===== src/rtl/br_resolve.sv =====
// Branch/jump resolver: decodes compare results, checks the fetch prediction and
// sequences a registered redirect plus multi-cycle flush. Optional counters: BR_PERF_CNT_EN.
module br_resolve #(
   parameter int XLEN         = 32,
   parameter int FLUSH_CYCLES = 2,
   parameter int CNT_W        = 32
) (
   input  logic              i_clk,
   input  logic              i_rst,
   input  logic              br_valid,
   output logic              br_ready,
   input  logic [1:0]        br_kind,
   input  logic [2:0]        br_funct3,
   input  logic              pred_taken,
   input  logic [XLEN-1:0]   pc,
   input  logic [XLEN-1:0]   imm,
   input  logic [XLEN-1:0]   rs1_data,
   output logic              br_unsigned,
   input  logic              br_less,
   input  logic              br_equal,
   output logic              redirect_valid,
   output logic [XLEN-1:0]   redirect_pc,
   output logic              flush,
   output logic              misalign_exc,
   output logic              illegal_br,
   output logic [CNT_W-1:0]  branch_cnt,
   output logic [CNT_W-1:0]  mispred_cnt
);
   localparam int FC_W = (FLUSH_CYCLES > 1) ? $clog2(FLUSH_CYCLES) : 1;

   typedef enum logic {IDLE, FLUSH} state_t;

   state_t             state_reg;
   logic [FC_W-1:0]    fcnt_reg;
   logic               redirect_valid_reg;
   logic [XLEN-1:0]    redirect_pc_reg;
   logic               flush_reg;
   logic               misalign_reg;
   logic               illegal_reg;

   logic               accept;
   logic               is_cond, is_jal, is_jalr;
   logic               cond_taken, cond_legal;
   logic               illegal, taken, misaligned, mispredict, do_redirect;
   logic [XLEN-1:0]    jalr_sum, target, fall_through;

   assign br_unsigned = br_funct3[1];
   assign br_ready    = (state_reg == IDLE);
   assign accept      = br_valid & br_ready;

   assign is_cond = (br_kind == 2'b00);
   assign is_jal  = (br_kind == 2'b01);
   assign is_jalr = (br_kind == 2'b10);

   always_comb begin
      cond_taken = 1'b0;
      cond_legal = 1'b1;
      case (br_funct3)
         3'b000:         cond_taken = br_equal;
         3'b001:         cond_taken = ~br_equal;
         3'b100, 3'b110: cond_taken = br_less;
         3'b101, 3'b111: cond_taken = ~br_less;
         default:        cond_legal = 1'b0;
      endcase
   end

   assign jalr_sum     = rs1_data + imm;
   assign target       = is_jalr ? (jalr_sum & ~XLEN'(1)) : (pc + imm);
   assign fall_through = pc + XLEN'(4);

   assign illegal     = (br_kind == 2'b11) | (is_cond & ~cond_legal);
   assign taken       = is_cond ? cond_taken : 1'b1;
   assign misaligned  = taken & target[1];
   // JALR always redirects since fetch never has a reliable register target
   assign mispredict  = is_jalr | (is_jal & ~pred_taken) | (is_cond & (cond_taken != pred_taken));
   assign do_redirect = ~illegal & ~misaligned & mispredict;

   always_ff @(posedge i_clk) begin
      if (i_rst) begin
         state_reg          <= IDLE;
         fcnt_reg           <= '0;
         redirect_valid_reg <= 1'b0;
         redirect_pc_reg    <= '0;
         flush_reg          <= 1'b0;
         misalign_reg       <= 1'b0;
         illegal_reg        <= 1'b0;
      end else begin
         redirect_valid_reg <= 1'b0;
         misalign_reg       <= 1'b0;
         illegal_reg        <= 1'b0;
         case (state_reg)
            IDLE: begin
               if (accept) begin
                  if (illegal) begin
                     illegal_reg <= 1'b1;
                  end else if (misaligned) begin
                     misalign_reg <= 1'b1;
                  end else if (mispredict) begin
                     redirect_valid_reg <= 1'b1;
                     redirect_pc_reg    <= taken ? target : fall_through;
                     flush_reg          <= 1'b1;
                     fcnt_reg           <= FC_W'(FLUSH_CYCLES - 1);
                     state_reg          <= FLUSH;
                  end
               end
            end
            FLUSH: begin
               if (fcnt_reg == '0) begin
                  flush_reg <= 1'b0;
                  state_reg <= IDLE;
               end else begin
                  fcnt_reg <= fcnt_reg - FC_W'(1);
               end
            end
            default: state_reg <= IDLE;
         endcase
      end
   end

   assign redirect_valid = redirect_valid_reg;
   assign redirect_pc    = redirect_pc_reg;
   assign flush          = flush_reg;
   assign misalign_exc   = misalign_reg;
   assign illegal_br     = illegal_reg;

`ifdef BR_PERF_CNT_EN
   logic [CNT_W-1:0] branch_cnt_reg;
   logic [CNT_W-1:0] mispred_cnt_reg;

   // Both counters saturate rather than wrap
   always_ff @(posedge i_clk) begin
      if (i_rst) begin
         branch_cnt_reg  <= '0;
         mispred_cnt_reg <= '0;
      end else begin
         if (accept && !illegal && branch_cnt_reg != '1)
            branch_cnt_reg <= branch_cnt_reg + CNT_W'(1);
         if (accept && do_redirect && mispred_cnt_reg != '1)
            mispred_cnt_reg <= mispred_cnt_reg + CNT_W'(1);
      end
   end

   assign branch_cnt  = branch_cnt_reg;
   assign mispred_cnt = mispred_cnt_reg;
`else
   assign branch_cnt  = '0;
   assign mispred_cnt = '0;
`endif

endmodule

===== config.mk =====
export PLATFORM = sky130hd
export DESIGN_NAME = br_resolve
export DESIGN_NICKNAME = d
export VERILOG_FILES = /design/src/rtl/br_resolve.sv
export SDC_FILE = /design/constraint.sdc
export NUM_CORES = 1
export LEC_CHECK = 0
export CORE_ASPECT_RATIO = 1.75
export CORE_MARGIN = 5
export CORE_UTILIZATION = 30
export DETAILED_ROUTE_END_ITERATION = 8
export PLACE_DENSITY = 0.64
export REMOVE_ABC_BUFFERS = 1
export SLEW_MARGIN = 20
export SYNTH_ARGS = -nofsm -noshare
export SYNTH_HDL_FRONTEND = slang
export SYNTH_SLANG_ARGS = --single-unit

===== constraint.sdc =====
create_clock -name i_clk -period 3.85 [get_ports i_clk]
set_input_delay 0.385 -clock i_clk [delete_from_list [all_inputs] [get_ports i_clk]]
set_output_delay 0.385 -clock i_clk [all_outputs]
set_load 0.01 [all_outputs]

### Yosys cells after proc, flatten, opt, wreduce, memory -nomap -nowiden

Index checks and enable logic that the tools add are counted.

* bits in registers: 38
* bits of input ports: 107
* output and inout bits: 102
* word-level logic and storage cells: 73

* eq/ne operators: 14
* add/sub/neg operators: 4
* reduce and logical (&&, ||, !) cells: 11
* bitwise operators: 16
* multiplexer cells: 21

Operators by type and width (number)
* adder 32 bit: 2
* two-way mux 32 bit: 2
* adder 32 x 3 -> 32 bit (second input constant): 1
* two-way mux 1 bit: 15
* equality test 3 bit (second input constant): 4
* AND reduction 5 bit: 2
* inverter 1 bit: 8
* != test 2 bit (second input constant): 3
* case mux 1 bit (2 select lines): 3
* OR reduction 2 bit: 3
* OR reduction 6 bit: 1
* bitwise AND 1 bit: 5
* equality test 2 bit (second input constant): 2
* != test 2 x 1 -> 1 bit (second input constant): 2
* case mux 1 bit (4 select lines): 1
* AND reduction 4 bit: 1
* OR reduction 4 bit: 1
* equality test 3 x 1 -> 1 bit (second input constant): 1
* zero test 3 bit: 1
* OR 1 bit: 3
* OR reduction 3 bit: 1
* equality test 2 x 1 -> 1 bit (second input constant): 1
* zero test 2 bit: 1
* != test 1 bit: 1
* subtractor 1 bit (second input constant): 1

### Depth between registers and ports, before layout

Gate-level depths: netlist (run 1).

* depth in word-level cells: 11
* mapped depth: 12

### Least setup slack after synthesis (run 1)

OpenSTA, ideal clock, no wires.

* path kind: input to register
* start: input pc[0]
* end: register redirect_pc_reg[28], in the netlist redirect_pc[28]
* setup time: 131 ps
* path slack: 1060 ps
* buffers on the path: 0
* stages: 12
* required time: 3719 ps
* data arrival time: 2659 ps
* cell sequence: ha_1 inv_1 fa_1 nor2b_4 o31ai_2 a31oi_4 a31o_2 a21oi_2 o311a_1 a31o_1 a2111oi_2 a31oi_1

* word-level cells in the longest chain between the ends: 5

Ends and longest elaborated chain
* start: declaration: RTL line 15 `input logic [XLEN-1:0] pc,`
* adder 32 bit: RTL line 68 `assign target = is_jalr ? (jalr_sum & ~XLEN'(1)) : (pc + imm);`
* two-way mux 32 bit: RTL line 68
* bitwise AND 1 bit: RTL line 73 `assign misaligned = taken & target[1];`
* inverter 1 bit (no source line)
* AND reduction 5 bit (no source line)
* end signal: assignment: RTL line 100 `redirect_pc_reg <= taken ? target : fall_through;`
* end: declaration: RTL line 36 `logic [XLEN-1:0] redirect_pc_reg;`

Several ways; a longest one is shown, not always the timed one.
A chain may end at the register's enable or synchronous reset.

### Worst setup path after layout (run 1)

* start: input imm[1]
* end: register redirect_pc_reg[24], in the netlist redirect_pc[24]

* word-level cells in the longest chain between the ends: 5

Ends and longest elaborated chain
* start: declaration: RTL line 16 `input logic [XLEN-1:0] imm,`
* adder 32 bit (on tied branches): RTL line 68, 67
* two-way mux 32 bit *: RTL line 68
* bitwise AND 1 bit: RTL line 73
* inverter 1 bit (no source line)
* AND reduction 5 bit (no source line)

Every way passes the cells marked *; elsewhere a longest branch is shown, timed or not.

==> out/results.ini, run 1 <==
[outcome]
status = completed

[route]
drcViolationCount = 0
routedWlPerCell_um = 18.8
wl_um = 23500
antenna_left = 0
first_pass_iters = 5
drt-initial-drc-count = 267
vias = 6854
routed_via_density = 5.49

[setup_path]
path_common_cell = a21oi_1
worstPathRequired_ns = 4.04
path_cells = clkdlybuf4s50_1 > inv_1 > fa_1 > nand2b_1 > a21oi_1 > a31oi_1 > buf_4 > o21ai_2 > a21oi_1 > a31o_2 > o21ai_1 > a211oi_1 > o41ai_1
critPathMaxFanout = 4
worst-path-buf-inv = 3
critical-path-top-delay-family = compound AO/OA/AOI/OAI gates
crit_slowest_cell = clkdlybuf4s50_1
critical_path_arrival_ns = 3.51
start_kind = primary input
path_class = in -> reg
r2r_setup_slack_ns = 2.39
slowest_delay_ns = 0.51
crit_path_end_kind = register

[timing]
slew_viol_final = 0
setup_viol = 0
finClkSkew_ns = 0.00876
hold_viol = 0
worst-slew-pin-transition_ns = 0.728
setup_ws_ns = 0.530
relSlewSlack = 0.513
fin_tns_setup_ns = 0
max_freq_mhz = 301
fin_crit_sh = 0.862
rsz0062_at_grt = false
layout_min_cycle_time_ns = 3.32

[global_route]
antenna_found_initial = 0
grt_use_total = 0.185
grt_pass1_wl_um = 35300
grt_max_degree = 26
gr-total-overflow = 0
grt_pass1_vias = 6856

[yosys]
avgSynthCellArea_um2 = 7.35
synth_top_flop_cell = dfxtp_1
synth-seq-cells = 38
yosys_warnings = 0
syn_area_um2 = 6290
synthArstFlopShare = 0
synthCells = 856
synthDistinctLibCells = 76
yosysSeqAreaShare = 0.121
synth-edff-count = 0

[placed_design]
pre_cts_ws_ns = 0.205
gp_congestion = 0.958
port-buffer-count = 144
place_hpwl_um = 19800

[floorplan]
die-area_um2 = 24100
ioPinCount = 209
die_x_um = 119
initial_core_util = 0.303
core_um2 = 20800
die_h_um = 202
std_cell_rows = 70

[cells_and_area]
area_growth_syn_to_layout_pct = 27.2
final_common_cell = clkdlybuf4s50_1
nets = 1167
diodes = 0
drive_gt1_frac = 0.0622
largest_reg_flops = 32
layout_common_cells = clkdlybuf4s50_1 (144), nand2_1 (86), a21oi_1 (82)
fillers = 2166

[clock_tree]
clkSinkCount = 38
holdBufCountCts = 0
numCtsBuffers = 5
cts_setup_buffers = 0
h-tree-depth = 2
ctsResizeCount = 0
cts_root_buffer = clkbuf_16
cts_tree = yes
clkSlewWorstSetupHoldPaths_ns = 0.07
clock_latency_ns = 0.29
clk_path_buf_depth = 2

[run]
maxCapViolations = 0

[pwr]
p_total_mw = 1.97
cellPowerDensity_nw_per_um2 = 246
leakagePower_nw = 3.28
worst_ir_drop_vdd_v = 0.000138

[min_path]
min_path_type = reg -> reg

==> cells by family after synthesis <==
family                   count (synthesis)  synth area share
other                                    1          0.000596
buffers and inverters                  122             0.113
multiplexers                             7            0.0113
adder cells (fa/ha/maj)                 64             0.130
flip-flops                              38             0.121
AO/OA/AOI/OAI                          287             0.315
XOR/XNOR                                72             0.100
AND/OR/NAND/NOR                        265             0.209
==> Yosys cell counts, drive strengths merged (5+ instances only) <==
master | number | area (um^2)
nand2b | 10 | 62.6
o221ai | 5 | 43.8
and2 | 5 | 31.3
nor2 | 58 | 218
clkbuf | 24 | 90.1
o21bai | 6 | 45.0
nand4 | 13 | 81.3
o21ai | 50 | 254
xnor2 | 34 | 298
o31ai | 9 | 82.6
o21a | 8 | 60.1
ha | 62 | 776
buf | 73 | 527
a21o | 27 | 203
xor2 | 38 | 333
o311ai | 5 | 43.8
a211oi | 10 | 80.1
nand2 | 86 | 323
a21oi | 86 | 445
o211ai | 18 | 135
nor2b | 6 | 45.0
nand3 | 24 | 120
inv | 25 | 93.8
and3 | 15 | 93.8
nor4 | 6 | 65.1
a31oi | 12 | 90.1
mux2i | 6 | 60.1
dfxtp | 38 | 761
a31o | 6 | 52.6
nor3 | 19 | 95.1
a32o | 5 | 50.1
nor3b | 8 | 60.1
==> per-stage QoR <==
stage / hold slack (ns) / cell area (um^2) / utilization / cells
after floorplan: 0.440 / 5910 / - / 822
after global placement: 0.437 / 7850 / 0.378 / 1241
after detailed placement: 0.446 / 7850 / 0.378 / 1241
after CTS: 0.454 / 8000 / 0.386 / 1249
after global routing: 0.482 / 8000 / 0.386 / 1249
final: 0.449 / 8000 / 0.386 / 1249
==> per-layer routing <==
layer / routed length, um / vias to the layer above / global-route usage / share of wire
met4: 1580 / 0 / 0.118 / 0.067
li1: - / 3320 / - / -
met1: 8200 / 3203 / 0.180 / 0.35
met2: 12500 / 257 / 0.356 / 0.53
met3: 1240 / 74 / 0.0242 / 0.053
met5: 0 / - / 0 / 0
==> where the power goes <==
| part | total [mW] | internal (mW) | switching [mW] |
|---|---|---|---|
| combinational | 1.08 | 0.476 | 0.602 |
| sequential | 0.441 | 0.422 | 0.0192 |
| clock | 0.451 | 0.258 | 0.194 |
==> final timing paths <==
kind / from / endpoint / depth (start not counted)
setup / recovery: imm[1] / redirect_pc[24] / 13
hold / removal: redirect_pc[21] / redirect_pc[21] / 2
setup reg to reg: state_reg / redirect_pc[15] / 6
hold reg to reg: redirect_pc[21] / redirect_pc[21] / 2
==> worst min-delay path, delay by kind of cell, from the launching register on <==
family             cells  cell delay (ns)
DFF                    1             0.31
and+or+nand+nor        1             0.05
AOI/OAI and AO/OA      1             0.05
==> cell type report <==
class	count	area [um^2]	area share
inverters	25	93.8	0.0117
repair buffers	167	1610	0.202
clock inverters	2	12.5	0.00156
well taps	252	315	0.0394
clock buffers	6	139	0.0174
flip-flops and latches	38	761	0.0951
multi-input cells	759	5070	0.633
Power figures use the tool's default switching activity.
==> run 2: changes to the inputs <==
Settings changed: CORE_ASPECT_RATIO 1.75 to 0.8.
==> run 2 against run 1 <==
  * Sequential power hardly changed
  * Sequential share of layout area is essentially flat
  * Clock skew fell by 0.0042 ns
  * Worst setup slack got worse by 0.020 ns
  * Design area is 0.16% higher
  * Fmax fell by 0.60%
  * First-iteration DRC count is 82% higher
  * Combinational power about the same
  * Total power increased by 1.7%
  * Flip-flop and latch count is the same
  * Die area fell by 0.40%
==> out/results.ini, run 2 (synthesized netlist as in run 1, its figures left out) <==
[timing]
max_freq_mhz = 299
fin_crit_sh = 0.868
fin_tns_setup_ns = 0
layout_min_cycle_time_ns = 3.34
setup_viol = 0
slew_viol_final = 0
worst-slew-pin-transition_ns = 0.641
relSlewSlack = 0.569
finClkSkew_ns = 0.00453
rsz0062_at_grt = false
holdWs_ns = 0.451
hold_viol = 0

[floorplan]
core_um2 = 20600
die_x_um = 172
die_h_um = 140
initial_core_util = 0.305
ioPinCount = 209
die-area_um2 = 24000
std_cell_rows = 47

[global_route]
grt_use_total = 0.177
grt_pass1_wl_um = 33900
use_met3 = 0.0411
grt-busiest-layer = met1
antenna_found_initial = 0
use_met2 = 0.256
grt_max_degree = 27
grt_pass1_vias = 6203
gr-total-overflow = 0
met1_usage = 0.272

[setup_path]
setup.worst_path.end = redirect_pc[28]
crit_start = imm[0]
critPathMaxFanout = 5
critical_path_arrival_ns = 3.50
path_class = in -> reg
crit_path_end_kind = register
r2r-start = state_reg
worstPathRequired_ns = 4.01
reg2regPathDepth = 6
r2r_setup_slack_ns = 2.21
worstReg2RegEnd = redirect_pc[30]
start_kind = primary input

[placed_design]
port-buffer-count = 144
place_hpwl_um = 18500
gp_congestion = 0.912

[route]
wl_um = 22400
drcViolationCount = 0
first_pass_iters = 7
routedWlPerCell_um = 17.7
vias = 6712
routed_via_density = 5.32
drt-initial-drc-count = 486
antenna_left = 0

[outcome]
status = completed

[cells_and_area]
fillers = 2157
multi_input_area_um2 = 5060
regArea_um2 = 761
nets = 1163
largest_reg_flops = 32
final_common_cell = clkdlybuf4s50_1
area_growth_syn_to_layout_pct = 27.4
diodes = 0
layout_common_cells = clkdlybuf4s50_1 (144), nand2_1 (86), a21oi_1 (82)
drive_gt1_frac = 0.0554

[clock_tree]
numCtsBuffers = 5
clkSinkCount = 38
clkSlewWorstSetupHoldPaths_ns = 0.06
h-tree-depth = 2
cts_root_buffer = clkbuf_16
holdBufCountCts = 0
cts_setup_buffers = 0
clock_latency_ns = 0.30
cts_tree = yes
clk_path_buf_depth = 2
ctsResizeCount = 0

[run]
maxCapViolations = 0

[pwr]
leakagePower_nw = 3.27
worst_ir_drop_vdd_v = 0.000148
cellPowerDensity_nw_per_um2 = 250

[min_path]
whs_path_depth = 2
min_path_type = reg -> reg

run 2: layer usage:
metal	up-vias	routed length, um
li1	3316	-
met1	3085	10800
met2	297	9250
met3	14	2180
met4	0	165
met5	-	0
run 2: metrics by stage:
step | worst slack (ns) | area [um^2] | cells | util | total power [mW]
3_5_place_dp | 0.237 | 7850 | 1254 | 0.380 | 1.50
2_1_floorplan | 1.03 | 5910 | 822 | - | 1.10
6_report | 0.510 | 8020 | 1262 | 0.388 | 2.00
4_1_cts | 0.535 | 8020 | 1262 | 0.388 | 2.00
5_1_grt | 0.288 | 8020 | 1262 | 0.388 | 2.14
3_3_place_gp | 0.308 | 7850 | 1254 | 0.380 | 1.49
run 2: power breakdown:
part | switching (mW) | internal (mW)
sequential | 0.0185 | 0.422
combinational | 0.596 | 0.474
clock | 0.186 | 0.307
total | 0.800 | 1.20
run 2: layout make-up:
type | count | area share
Multi-Input combinational cell | 759 | 0.632
Timing Repair Buffer | 163 | 0.199
Sequential cell | 38 | 0.0949
Tap cell | 269 | 0.0420
Clock buffer | 7 | 0.0165
Inverter | 25 | 0.0117
Clock inverter | 1 | 0.00375
run 2: worst min path at each step:
stage | start | to | slack [ns]
6_report | redirect_pc[4] | redirect_pc[4] | 0.45
5_1_grt | redirect_pc[14] | redirect_pc[14] | 0.47
4_1_cts | redirect_pc[4] | redirect_pc[4] | 0.45
3_5_place_dp | redirect_pc[4] | redirect_pc[4] | 0.44
3_3_place_gp | redirect_pc[4] | redirect_pc[4] | 0.44
2_1_floorplan | fcnt_reg | state_reg | 0.44
run 2: worst max-delay path, stage by stage:
cell	delay (ns)
clkdlybuf4s50_1	0.52
ha_1	0.24
inv_1	0.07
fa_1	0.43
nor2b_4	0.17
o31ai_2	0.10
a31oi_4	0.22
a31o_2	0.24
a21oi_2	0.09
o311a_1	0.37
a31o_1	0.20
a2111oi_2	0.32
a31oi_1	0.13
==> run 3: changes to the inputs <==
Settings changed: CORE_ASPECT_RATIO 0.8 to not set, GPL_ROUTABILITY_DRIVEN set to 0, SETUP_SLACK_MARGIN set to 0.1.
==> run 3 against run 2 <==
  * Routed wire length decreased by 2.5%
  * Count of clock-buffer cells in the layout decreased by 1
  * Core utilization decreased by 0.38 points
  * Combinational power about the same
  * Hold slack improved by 0.0050 ns
  * Worst setup slack improved by 0.033 ns
  * Fmax increased by 1.0%
  * Critical path depth unchanged
  * Sequential share of layout area about the same
  * Sequential power about the same
  * Non-clock buffer count increased by 1
  * Die area about the same
==> out/results.ini, run 3 (synthesized netlist as in run 1, its figures left out) <==
[outcome]
status = completed

[cells_and_area]
post-route-util = 0.385
fin_area_um2 = 8010
fillers = 2230
instances_no_fill = 1269
diodes = 0
final_common_cell = clkdlybuf4s50_1
largest_reg_flops = 32
drive_gt1_frac = 0.0584
nets = 1164
layout_common_cells = clkdlybuf4s50_1 (144), nand2_1 (86), a21oi_1 (82)
area_growth_syn_to_layout_pct = 27.3

[floorplan]
die-area_um2 = 24000
die_h_um = 155
initial_core_util = 0.302
std_cell_rows = 53
core_um2 = 20800
ioPinCount = 209
die_x_um = 155

[timing]
finClkSkew_ns = 0.00592
worst-slew-pin-transition_ns = 0.827
max_freq_mhz = 302
fin_crit_sh = 0.859
holdWs_ns = 0.456
fin_tns_setup_ns = 0
rsz0062_at_grt = false
layout_min_cycle_time_ns = 3.31
setup_viol = 0
hold_viol = 0
slew_viol_final = 0
relSlewSlack = 0.447
setup_ws_ns = 0.543

[pwr]
power_frac_seq = 0.227
intPower_mw = 1.15
cellPowerDensity_nw_per_um2 = 243
worst_ir_drop_vdd_v = 0.000132
p_total_mw = 1.95
switching_power_uw = 795
pwr-share-clk = 0.231
p_sw_frac = 0.408
power_frac_comb = 0.542
leakagePower_nw = 3.27

[clock_tree]
cts_root_buffer = clkbuf_16
h-tree-depth = 2
holdBufCountCts = 0
cts_setup_buffers = 0
numCtsBuffers = 5
clock_latency_ns = 0.30
clkSinkCount = 38
clk_path_buf_depth = 2
cts_tree = yes
ctsResizeCount = 0
clkSlewWorstSetupHoldPaths_ns = 0.07

[route]
drt-initial-drc-count = 409
antenna_left = 0
first_pass_iters = 5
wl_um = 21800
vias = 6622
routed_via_density = 5.22
drcViolationCount = 0
routedWlPerCell_um = 17.2

[min_path]
min_path_type = reg -> reg
whs_path_depth = 2
min_to = redirect_pc[23]
hold_path_startpoint = redirect_pc[23]

[placed_design]
place_hpwl_um = 18000
dpl-instance-area_um2 = 7860
pre_cts_ws_ns = 0.222
dp.cells = 1261
port-buffer-count = 144

[run]
maxCapViolations = 0

[global_route]
antenna_found_initial = 0
gr-total-overflow = 0
grt_pass1_vias = 6357
grt_use_total = 0.174
grt_pass1_wl_um = 33800
grt_max_degree = 40

[setup_path]
slowest_delay_ns = 0.51
r2r_setup_slack_ns = 2.34
r2r-start = state_reg
worst-path-buf-inv = 3
start_kind = primary input
critical_path_arrival_ns = 3.51
critPathMaxFanout = 4
worstPathRequired_ns = 4.05
path_class = in -> reg
path_cells = clkdlybuf4s50_1 > inv_1 > fa_1 > nand2b_1 > a21oi_1 > a31oi_1 > buf_4 > o21ai_2 > a21oi_1 > a31o_2 > o21ai_1 > a211oi_1 > o41ai_1
reg2regPathDepth = 6
critical-path-top-delay-family = compound AO/OA/AOI/OAI gates
path_common_cell = a21oi_1
crit_slowest_cell = clkdlybuf4s50_1
crit_path_end_kind = register
worstReg2RegEnd = redirect_pc[20]

[run 3: power groups by stage]
stage / logic [mW] / registers [mW] / clock network [mW]
after floorplan: 0.641 / 0.457 / 0
after global placement: 1.04 / 0.451 / 0
after detailed placement: 1.04 / 0.452 / 0
after CTS: 1.05 / 0.443 / 0.468
after global routing: 1.16 / 0.445 / 0.477
final: 1.06 / 0.442 / 0.451
[run 3: worst register-to-register path, cell delays in order (launching register included)]
cell and delay (ns):
dfxtp_1 0.35, nor3_2 0.28, buf_4 0.29, o211ai_1 0.14
a21oi_1 0.14, o21ai_0 0.11, o21ai_0 0.14
[run 3: layer usage]
metal / vias to the layer above / routed length, um / global-route usage
li1: 3323 / - / -
met1: 3057 / 9970 / 0.236
met2: 223 / 10000 / 0.285
met3: 19 / 1430 / 0.0313
met4: 0 / 376 / 0.0437
met5: - / 0 / 0
[run 3: worst max path at each step]
stage | from | depth (start not counted) | slack, ns | to
2_1_floorplan | imm[1] | 9 | 1.03 | redirect_pc[27]
3_3_place_gp | imm[1] | 13 | 0.26 | redirect_pc[24]
3_5_place_dp | imm[1] | 13 | 0.22 | redirect_pc[24]
4_1_cts | imm[1] | 13 | 0.53 | redirect_pc[24]
5_1_grt | imm[1] | 13 | 0.23 | redirect_pc[24]
6_report | imm[1] | 13 | 0.54 | redirect_pc[24]
[run 3: area by class of cell]
cell class,count,area [um^2],share of cell area
clock buffers,6,139,0.0173
clock inverters,2,12.5,0.00156
inverters,25,93.8,0.0117
multi-input cells,759,5060,0.633
flip-flops and latches,38,761,0.0950
well taps,275,344,0.0430
repair buffers,164,1590,0.199
